**config.mk**
```make
export PLATFORM = sky130hd
export DESIGN_NAME = memory_register_read_stage
export DESIGN_NICKNAME = d
export VERILOG_FILES = /design/src/rtl/memory_register_read_stage.sv
export SDC_FILE = /design/constraint.sdc
export NUM_CORES = 1
export LEC_CHECK = 0
export BUFFER_PORTS_ARGS = -buffer_cell sky130_fd_sc_hd__buf_2
export CORE_AREA = 8 8 179 181
export DETAILED_ROUTE_END_ITERATION = 10
export DIE_AREA = 0 0 187 189
export HOLD_SLACK_MARGIN = 0.15
export REMOVE_ABC_BUFFERS = 1
export SETUP_SLACK_MARGIN = 0.15
export SYNTH_ARGS = -nofsm -noshare
export SYNTH_HDL_FRONTEND = slang
export SYNTH_SLANG_ARGS = --single-unit
```
**constraint.sdc**
```tcl
create_clock -name clk -period 6.6 [get_ports clk]
set_input_delay 0.66 -clock clk [delete_from_list [all_inputs] [get_ports clk]]
set_output_delay 0.66 -clock clk [all_outputs]
set_load 0.02 [all_outputs]
```
**src/rtl/memory_register_read_stage.sv**
```systemverilog
// Memory-pipe register-read stage: latches issued memory ops per lane, reads the
// physical register file with writeback bypass, and applies stall/clear/selective flush.
module memory_register_read_stage #(
    parameter int LANES    = 2,
    parameter int AL_PTR_W = 6,
    parameter int IQ_PTR_W = 4,
    parameter int PREG_W   = 7,
    parameter int DATA_W   = 32,
    parameter int WB_PORTS = 2,
    parameter int CNT_W    = 16
) (
    input  logic                           clk,
    input  logic                           rst,
    input  logic                           stall,
    input  logic                           clear,
    input  logic [LANES-1:0]               in_valid,
    input  logic [LANES-1:0]               in_replay,
    input  logic [LANES*IQ_PTR_W-1:0]      in_iq_ptr,
    input  logic [LANES*AL_PTR_W-1:0]      in_al_ptr,
    input  logic [LANES*PREG_W-1:0]        in_src_a,
    input  logic [LANES*PREG_W-1:0]        in_src_b,
    input  logic                           flush_req,
    input  logic [AL_PTR_W-1:0]            flush_head,
    input  logic [AL_PTR_W-1:0]            flush_tail,
    input  logic                           flush_all,
    output logic [2*LANES*PREG_W-1:0]      rf_raddr,
    input  logic [2*LANES*DATA_W-1:0]      rf_rdata,
    input  logic [WB_PORTS-1:0]            wb_valid,
    input  logic [WB_PORTS*PREG_W-1:0]     wb_preg,
    input  logic [WB_PORTS*DATA_W-1:0]     wb_data,
    output logic [LANES-1:0]               out_valid,
    output logic [LANES-1:0]               out_replay,
    output logic [LANES*IQ_PTR_W-1:0]      out_iq_ptr,
    output logic [LANES*AL_PTR_W-1:0]      out_al_ptr,
    output logic [LANES*DATA_W-1:0]        out_op_a,
    output logic [LANES*DATA_W-1:0]        out_op_b,
    output logic [CNT_W-1:0]               flush_count
);

    localparam logic [CNT_W:0] CNT_MAX = {1'b0, {CNT_W{1'b1}}};

    logic [LANES-1:0]          valid_q,   valid_d;
    logic [LANES-1:0]          replay_q,  replay_d;
    logic [LANES*IQ_PTR_W-1:0] iq_ptr_q,  iq_ptr_d;
    logic [LANES*AL_PTR_W-1:0] al_ptr_q,  al_ptr_d;
    logic [LANES*PREG_W-1:0]   src_a_q,   src_a_d;
    logic [LANES*PREG_W-1:0]   src_b_q,   src_b_d;
    logic [CNT_W-1:0]          flush_count_q, flush_count_d;
    logic [LANES-1:0]          kill;
    logic                      capture;

    // Range is [head, tail) on the circular active list; head==tail means empty.
    function automatic logic flush_hit(
        input logic [AL_PTR_W-1:0] p,
        input logic [AL_PTR_W-1:0] head,
        input logic [AL_PTR_W-1:0] tail,
        input logic                req,
        input logic                all
    );
        if (!req)        return 1'b0;
        if (all)         return 1'b1;
        if (head < tail) return (p >= head) && (p < tail);
        if (head > tail) return (p >= head) || (p < tail);
        return 1'b0;
    endfunction

    // Lowest-numbered matching writeback port wins, so scan from the top down.
    function automatic logic [DATA_W-1:0] sel_operand(
        input logic [PREG_W-1:0]          src,
        input logic [DATA_W-1:0]          rdata,
        input logic [WB_PORTS-1:0]        wv,
        input logic [WB_PORTS*PREG_W-1:0] wp,
        input logic [WB_PORTS*DATA_W-1:0] wd
    );
        logic [DATA_W-1:0] sel;
        sel = rdata;
        for (int k = WB_PORTS - 1; k >= 0; k--) begin
            if (wv[k] && (wp[k*PREG_W +: PREG_W] == src)) begin
                sel = wd[k*DATA_W +: DATA_W];
            end
        end
        return sel;
    endfunction

    assign capture = !clear && !stall;

    genvar gi;
    generate
        for (gi = 0; gi < LANES; gi++) begin : g_lane
            logic [PREG_W-1:0] src_a;
            logic [PREG_W-1:0] src_b;

            assign src_a = src_a_q[gi*PREG_W +: PREG_W];
            assign src_b = src_b_q[gi*PREG_W +: PREG_W];

            assign kill[gi] = flush_hit(al_ptr_q[gi*AL_PTR_W +: AL_PTR_W],
                                        flush_head, flush_tail, flush_req, flush_all);

            assign valid_d[gi] = clear   ? 1'b0 :
                                 !stall  ? in_valid[gi] :
                                           (valid_q[gi] && !kill[gi]);

            assign rf_raddr[gi*2*PREG_W + PREG_W +: PREG_W] = src_a;
            assign rf_raddr[gi*2*PREG_W +: PREG_W]          = src_b;

            assign out_op_a[gi*DATA_W +: DATA_W] =
                sel_operand(src_a, rf_rdata[gi*2*DATA_W + DATA_W +: DATA_W],
                            wb_valid, wb_preg, wb_data);
            assign out_op_b[gi*DATA_W +: DATA_W] =
                sel_operand(src_b, rf_rdata[gi*2*DATA_W +: DATA_W],
                            wb_valid, wb_preg, wb_data);

            assign out_valid[gi] = valid_q[gi] && !stall && !clear && !kill[gi];
        end
    endgenerate

    assign replay_d = capture ? in_replay : replay_q;
    assign iq_ptr_d = capture ? in_iq_ptr : iq_ptr_q;
    assign al_ptr_d = capture ? in_al_ptr : al_ptr_q;
    assign src_a_d  = capture ? in_src_a  : src_a_q;
    assign src_b_d  = capture ? in_src_b  : src_b_q;

    always_comb begin
        logic [CNT_W:0] kill_sum;
        logic [CNT_W:0] total;
        kill_sum      = '0;
        flush_count_d = flush_count_q;
        for (int l = 0; l < LANES; l++) begin
            kill_sum = kill_sum + {{CNT_W{1'b0}}, (valid_q[l] && kill[l])};
        end
        total = {1'b0, flush_count_q} + kill_sum;
        if (!clear) begin
            flush_count_d = (total > CNT_MAX) ? CNT_MAX[CNT_W-1:0] : total[CNT_W-1:0];
        end
    end

    always_ff @(posedge clk or posedge rst) begin
        if (rst) begin
            valid_q       <= '0;
            replay_q      <= '0;
            iq_ptr_q      <= '0;
            al_ptr_q      <= '0;
            src_a_q       <= '0;
            src_b_q       <= '0;
            flush_count_q <= '0;
        end else begin
            valid_q       <= valid_d;
            replay_q      <= replay_d;
            iq_ptr_q      <= iq_ptr_d;
            al_ptr_q      <= al_ptr_d;
            src_a_q       <= src_a_d;
            src_b_q       <= src_b_d;
            flush_count_q <= flush_count_d;
        end
    end

    assign out_replay  = replay_q;
    assign out_iq_ptr  = iq_ptr_q;
    assign out_al_ptr  = al_ptr_q;
    assign flush_count = flush_count_q;

endmodule

```
* Word level (Yosys, flattened, before mapping)
Cells that the tools add are included.
** Operators by class
- Add/sub/neg operators :: 2
- Magnitude comparators :: 7
- Equality and inequality tests :: 8
- Multiplexer cells :: 36
- Reductions and logical operators :: 27
** Operator list (number)
- $mux 32 :: 8
- $eq 7x7->1 :: 8
- $mux 1 :: 27
- $logic_and 1x1->1 :: 21
- $lt 6x6->1 :: 3
- $add 16x2->17 :: 1
- $gt 17x16->1 const B :: 1
- $mux 16 :: 1
- $ge 6x6->1 :: 2
- $gt 6x6->1 :: 1
- $logic_not 1->1 :: 4
- $add 1x1->2 :: 1
- $logic_or 1x1->1 :: 2
** Storage, ports and cells
- Bits in registers :: 68
- Input bits :: 278

* Longest topological paths before layout
Gate-level depths: netlist of the first run.
- Depth in word-level cells :: 16
- Gate-level depth with buffers :: 15
- Gate-level depth less buffers :: 15

* Least setup slack after synthesis of the first run
Ideal clock, no wire load.
- Path type :: in2reg
- From :: in flush_tail[4]
- To :: reg flush_count_q[15], in the netlist flush_count[15]
- Library setup time :: 125 ps
- Arrival time :: 3137 ps
- Data required time :: 6475 ps
- Path slack :: 3338 ps
- Stages :: 14
- Path buffers :: 0
- Path through :: inv_1 > ha_1 > a21oi_1 > a21boi_1 > o32a_1 > a21oi_1 > o211ai_1 > and2_1 > fa_1 > and3_1 > and2_4 > nand3_4 > nor2_4 > mux2_4
** Between the ends
- Word-level cells in the longest chain between the ends :: 14
- Elaborated cells on any way between the ends :: 33
** RTL lines
- start, declared :: RTL line 24 : input logic [AL_PTR_W-1:0] flush_tail,
- $gt 6x6->1 :: RTL line 63 : if (head > tail) return (p >= head) || (p < tail);
- $mux 1 (2 in series) :: RTL line 63
- $mux 1 :: RTL line 62 : if (head < tail) return (p >= head) && (p < tail);
- $mux 1 :: RTL line 61 : if (all) return 1'b1;
- $mux 1 :: RTL line 64 : return 1'b0;
- $mux 1 :: RTL line 63
- $mux 1 :: RTL line 62
- $mux 1 :: RTL line 61
- $logic_and 1x1->1 :: RTL line 129 : kill_sum = kill_sum + {{CNT_W{1'b0}}, (valid_q[l] && kill[l])};
- $add 1x1->2 * :: RTL line 129
- $add 16x2->17 * :: RTL line 131 : total = {1'b0, flush_count_q} + kill_sum;
- $gt 17x16->1 :: RTL line 133 : flush_count_d = (total > CNT_MAX) ? CNT_MAX[CNT_W-1:0] : total[CNT_W-1:0];
- $mux 16 * :: RTL line 133
- end signal, assigned :: RTL line 153 : flush_count_q <= flush_count_d;
- end, declared :: RTL line 48 : logic [CNT_W-1:0] flush_count_q, flush_count_d;
Mark *: on every way between the ends. The rest lies on a longest branch, timed or not. The select of a mux whose other input is x is not followed.
A chain may end at the register's enable or synchronous reset.

* Worst setup path in the final report of the first run
- From :: reg src_b_q[2]
- To :: out out_op_b[5]
** Between the ends
- Word-level cells in the longest chain between the ends :: 4
- Elaborated cells on any way between the ends :: 6
** RTL lines
- start, declared :: RTL line 47 : logic [LANES*PREG_W-1:0] src_b_q, src_b_d;
- start signal, assigned :: RTL line 152 : src_b_q <= src_b_d;
- $eq 7x7->1 :: RTL line 78 : if (wv[k] && (wp[k*PREG_W +: PREG_W] == src)) begin
- $logic_and 1x1->1 :: RTL line 78
- $mux 32 :: RTL line 78
- $mux 32 * :: RTL line 78
- end, declared :: RTL line 36 : output logic [LANES*DATA_W-1:0] out_op_b,
Mark *: on every way between the ends. The rest lies on a longest branch, timed or not.

==> qor.txt, run 1 <==
IO Count: 474
CTS tree: built
Setup crit start kind: flop
Met1 Usage GRT: 23.3%
Tot GR Track Use: 19.9%
Max-cap violations: 0
Router iterations before antenna repair: 5
Setup Skew: 0.0119 ns
Synthesis-to-layout area growth: 39.7%
Top Usage Layer GRT: met2
Largest cells by area after synthesis: dfrtp_1, mux2i_1, nand2_1
Clock transition at path regs: 0.06 ns
Pin count of the biggest net entering global routing: 69
Synth Instances: 804
Pwr/cell area: 177 nW/um^2
Worst path bufs/invs: 2
Met2 Track Usage GR: 34.4%
DP Wirelength: 31.0 mm
Row count: 63
Peak supply drop: 0.183 mV
Placed cells: 1619
Initial Util: 24.5%
Input/output buffers: 473
Die width: 187 um
Number of buffers created by CTS: 9
Antenna viol nets, final: 0
Clock sinks: 68
Starting DRT DRC Count: 426
Hold Buf Count CTS: 0
Fmax achieved: 285 MHz
Final Hold Fails: 0
Vias per cell: 4.76
Nets: 1548
Layout cells sized above 1: 49.8%
Slew Limit Fails: 0
Worst-path cell chain: xnor2_1 > nand4_1 > nor2_4 > buf_4 > mux2i_1 > o21ai_1 > buf_2
Die H: 189 um
Cell taking the most area after synthesis: dfrtp_1
Top delay family on crit path: buffers and inverters
Count of cell types in the netlist: 42
Average wire per standard cell: 22.3 um
Slew HR: 39.1%
Yosys top cell area share: 23.8%
Post-CTS Setup Bufs: 0
Vias in the first global route: 8254
Final worst path period share: 53.1%
Seq/Total Area, Yosys: 23.8%
Yosys reg bits: 68
Die area: 35300 sq um
First-pass GRT wire length: 53.8 mm
Syn Area/Cell: 8.90 sq um
Ys Warns: 0
WP data arrival: 2.85 ns
Core Region: 29200 sq um
Met3 Use GR: 5.28%
Critical path class: flop to output port
Worst slew pin tran: 0.914 ns
Via count: 7841
Pleak: 4.40 nW
Clock buffer depth: 2
Clock root cell: clkbuf_16
Grt total ovfl: 0
Clk_lat worst skew: 0.34 ns
GP Congestion: 0.931
CP Capture Type: output port
Number of enable flip-flop cells after synthesis: 0
Worst hold path type: flop to flop
RSZ-0062 raised after global routing: no
Primary FF master, synth: dfrtp_1
Slowest CP cell: mux2i_1
Crit Path Max Fanout: 32
Cell Area, Synth: 7150 sq um
Post-synth ARST share: 100%
Max incr delay on CP: 0.54 ns
H-tree levels: 3
Fin crit period: 3.51 ns
Post-Route WL: 36.7 mm
Setup tns final: 0 ns
Post-cts resize count: 0
Status: completed
Drc violations: 0
Initial antenna violation count: 18
Critical Path RT: 5.94 ns
Final setup violating endpoints: 0
Non-Filler Instances: 1648
[synthesized netlist by cell type (2+ instances only)]
cell        n
ha_1       29
and2_1      2
and3_1      4
clkbuf_1   10
nand4_1    18
o211ai_1    5
buf_4       6
nor3_1      2
o21ai_2    56
o21ai_0     5
dfrtp_1    68
nand2_1   150
a21o_1      7
a31oi_1     2
nand3b_1    2
xnor2_1    59
buf_2      25
inv_1      17
nor2_1      7
o21ai_1    77
nand3_1     8
mux2_2     48
mux2i_1   130
nor2_4      6
nand3_2     2
nand2b_1    7
a21oi_1    12
buf_6      11
buf_12      6
nor2_2      3
nor2b_1     4
xor2_1      6
[stage by stage]
stage	hold slack, ns	area (sq um)	util [%]	setup WS [ns]	power (mW)
floorplan	0.528	6700	-	2.57	0.940
global placement	0.486	9660	33.0	3.01	1.26
detailed placement	0.492	9660	33.0	2.93	1.27
CTS	0.500	9960	34.1	2.97	1.80
global route	0.517	10000	34.2	2.92	1.88
finish	0.502	10000	34.2	3.09	1.77
[state kept, by name, indices dropped and copies added (netlist names)]
name         count
out_al_ptr      12
out_iq_ptr       8
out_replay       2
src_b_q         14
valid_q          2
flush_count     16
src_a_q         14
[kinds of logic after synthesis]
kind of cell	after synthesis	synth area share [%]
flip-flops	68	23.8
AO/OA/AOI/OAI	167	15.2
XOR/XNOR	65	7.96
adder cells (fa/ha/maj)	30	5.35
multiplexers	179	26.0
buffers and inverters	75	7.21
AND/OR/NAND/NOR	220	14.5
[worst register-to-register path: stages (launching register included)]
cell	delay, ns
dfrtp_1	0.44
ha_1	0.31
a21o_1	0.15
a31oi_1	0.18
o221ai_1	0.18
a21oi_1	0.17
o211ai_1	0.13
and2_1	0.20
fa_1	0.41
ha_1	0.24
nand3_2	0.16
nor2b_4	0.07
nand3_2	0.21
o21ai_0	0.13
[placed cells by master, fill, tap and decap left out, types with 5 or more instances in the layout]
| cell type | count |
|---|---|
| mux2_2 | 48 |
| a21oi_1 | 12 |
| nand4_1 | 18 |
| nor2_4 | 10 |
| xnor2_1 | 59 |
| nand3_1 | 8 |
| ha_1 | 29 |
| buf_2 | 473 |
| xor2_1 | 6 |
| buf_4 | 10 |
| mux2i_1 | 130 |
| nand2b_1 | 7 |
| o211ai_1 | 5 |
| o21ai_1 | 77 |
| o21ai_2 | 56 |
| o21ai_0 | 5 |
| inv_1 | 16 |
| diode_2 | 13 |
| nor2_1 | 6 |
| dfrtp_1 | 68 |
| clkbuf_16 | 9 |
| a21o_1 | 7 |
| nand2_1 | 150 |
[per-layer routing]
layer | share of wire, % | wire length, um
met2 | 50 | 18300
met4 | 2.8 | 1030
met5 | 0.035 | 13
met1 | 40 | 14800
met3 | 7.1 | 2620
[power breakdown]
part	internal [mW]	switching [mW]	total, mW
sequential	0.473	0.0833	0.557
clock	0.299	0.212	0.511
combinational	0.295	0.404	0.698
total	1.07	0.699	1.77
[final cells by class]
class,instances,area (sq um)
Clock buffer,9,225
Tap cell,390,488
Timing Repair Buffer,483,2440
Clock inverter,7,83.8
Multi-Input combinational cell,661,4960
Inverter,17,63.8
Antenna cell,13,32.5
Sequential cell,68,1700
Fill cell,3108,19200
[final timing paths]
| check | startpoint | endpoint | slack (ns) | cells past startpoint |
|---|---|---|---|---|
| min in group asynchronous | rst | out_iq_ptr[3]$_DFFE_PP0P_ | 0.56 | 3 |
| setup / recovery | src_b_q[2]$_DFFE_PP0P_ | out_op_b[5] | 3.09 | 7 |
| setup reg to reg | out_al_ptr[8]$_DFFE_PP0P_ | flush_count[5]$_DFFE_PP0N_ | 3.47 | 13 |
| hold / removal | out_iq_ptr[4]$_DFFE_PP0P_ | out_iq_ptr[4]$_DFFE_PP0P_ | 0.50 | 1 |
| hold reg to reg | out_iq_ptr[4]$_DFFE_PP0P_ | out_iq_ptr[4]$_DFFE_PP0P_ | 0.50 | 1 |
| max in group asynchronous | rst | src_a_q[12]$_DFFE_PP0P_ | 5.41 | 3 |
(Power assumes the default switching activity.)
==> run 2, diff against run 1 <==
- clock period: 6.6 -> 3.55 ns (I/O delays scaled with it)
==> qor.txt, run 2 (same netlist as run 1, synthesis figures left out) <==
Commonest non-fill, non-tap cell in the layout: buf_2
Overall power: 3.29 mW (+86%)
First-pass GRT wire length: 53.4 mm (-0.81%)
Layout cells sized above 1: 50.6% (+0.75 points)
WP data arrival: 3.33 ns (+0.48 ns)
Router iterations before antenna repair: 5 (unchanged)
DP Wirelength: 31.1 mm (about the same)
Vias per cell: 4.75 (-0.11%)
Max-cap violations: 0 (unchanged)
Core Region: 29200 sq um (unchanged)
Fillers: 3089 (-0.61%)
Vias in the first global route: 8286 (+0.39%)
Max reg flops: 16 (unchanged)
Grt total ovfl: 0 (unchanged)
Antenna viol nets, final: 0 (unchanged)
Fin crit period: 3.13 ns
Die width: 187 um (unchanged)
Post-Route WL: 36.4 mm (-0.84%)
Flop-to-flop setup slack: 0.42 ns (-3.05 ns)
Placed cells: 1639 (+1.2%)
Synthesis-to-layout area growth: 43.2%
Pwr/cell area: 321 nW/um^2 (+82%)
Final setup violating endpoints: 0 (unchanged)
Input/output buffers: 473 (unchanged)
Clk_lat worst skew: 0.33 ns (about the same)
Hold Buf Count CTS: 0 (unchanged)
Via count: 7885 (+0.56%)
Number of buffers created by CTS: 9 (unchanged)
Clock sinks: 68 (unchanged)
Clock buffer depth: 2 (unchanged)
Final worst path period share: 88.1%
CP Capture Type: flop
Nets: 1568 (+1.3%)
Commonest cells after routing, fill and taps aside: buf_2, nand2_1, mux2i_1, o21ai_1, dfrtp_1
Placed cell area: 9920 sq um (+2.7%)
Drc violations: 0 (unchanged)
Worst slew pin tran: 0.903 ns (-0.0111 ns)
Critical Path RT: 3.75 ns (-2.19 ns)
Clock root cell: clkbuf_16
Post-CTS Setup Bufs: 0 (unchanged)
Pin count of the biggest net entering global routing: 69 (unchanged)
Finished Cell Area: 10200 sq um (+2.5%)
Row count: 63 (unchanged)
Final Hold Fails: 0 (unchanged)
IO Count: 474 (unchanged)
Crit Path Max Fanout: 13 (-59%)
CTS tree: built
Slew Limit Fails: 0 (unchanged)
Die area: 35300 sq um (unchanged)
GP Congestion: 0.890 (-4.4%)
Worst hold path type: input pin to flop
Post-cts resize count: 0 (unchanged)
Initial antenna violation count: 12 (-6)
Pleak: 4.53 nW (+3.0%)
Die H: 189 um (unchanged)
Slew HR: 39.8% (+0.74 points)
Fmax achieved: 320 MHz
Status: completed
RSZ-0062 raised after global routing: no
Non-Filler Instances: 1659 (+0.67%)
Setup Skew: 0.00948 ns (-0.00241 ns)
Initial Util: 24.5% (unchanged)
Average wire per standard cell: 21.9 um (-1.5%)
Starting DRT DRC Count: 416 (-2.3%)
Critical path class: flop to flop
Setup crit start kind: flop
H-tree levels: 3 (unchanged)
Clock transition at path regs: 0.06 ns (about the same)
Tot GR Track Use: 19.6% (-0.28 points)
Setup tns final: 0 ns (unchanged)
Layout Utilization: 35.0% (+0.84 points)
Peak supply drop: 0.215 mV (+18%)
## run 2: cell count changes in the layout (fill, tap and decap cells not counted), sizes merged
cell | previous run | this run
buf | 483 | 503
clkbuf | 9 | 12
diode | 13 | 5
clkinv | 2 | 0
clkinvlp | 1 | 2
inv | 20 | 17
## run 2: path summary, 6_finish.rpt
kind,from,depth (start not counted),to
hold reg to reg,out_iq_ptr[1]$_DFFE_PP0P_,1,out_iq_ptr[1]$_DFFE_PP0P_
setup / recovery,out_al_ptr[8]$_DFFE_PP0P_,13,flush_count[5]$_DFFE_PP0N_
min in group asynchronous,rst,3,out_iq_ptr[2]$_DFFE_PP0P_
hold / removal,in_al_ptr[0],3,out_al_ptr[0]$_DFFE_PP0P_
setup reg to reg,out_al_ptr[8]$_DFFE_PP0P_,13,flush_count[5]$_DFFE_PP0N_
max in group asynchronous,rst,3,src_b_q[0]$_DFFE_PP0P_
## run 2: cell type report
class / instances / area [sq um] / share of cell area, %
Timing Repair Buffer: 503 / 2710 / 26.4
Clock inverter: 3 / 45.0 / 0.440
Clock buffer: 12 / 267 / 2.60
Tap cell: 390 / 488 / 4.76
Inverter: 17 / 63.8 / 0.623
Antenna cell: 5 / 12.5 / 0.122
Sequential cell: 68 / 1700 / 16.6
Multi-Input combinational cell: 661 / 4960 / 48.4
## run 2: routing by layer
layer / vias up / GRT usage (%) / part of all wire (%) / wire length [um]
met2: 392 / 35.1 / 50 / 18300
li1: 3743 / - / - / -
met3: 47 / 4.87 / 7.5 / 2740
met1: 3703 / 22.9 / 40 / 14500
met4: 0 / 5.38 / 2.3 / 835
met5: - / 0 / 0 / 0
## run 2: power by group
group / internal (mW) / switching, mW
sequential: 0.881 / 0.153
combinational: 0.557 / 0.759
clock: 0.597 / 0.340
## run 2: through the flow
stage,hold WS (ns),worst slack [ns]
after floorplan,0.472,0.125
after global placement,0.486,0.267
after detailed placement,0.489,0.221
after CTS,0.222,0.461
after global routing,0.236,0.238
final,0.234,0.422
## run 2: critical path, cell delays in order, from the launching register on
cell and delay [ns]:
dfrtp_1 0.41, ha_1 0.30, a21o_1 0.16, a31oi_1 0.16
o221ai_1 0.19, a21oi_1 0.18, o211ai_1 0.17, and2_1 0.22
fa_1 0.41, ha_1 0.24, nand3_2 0.15, nor2b_4 0.07
nand3_2 0.21, o21ai_0 0.13
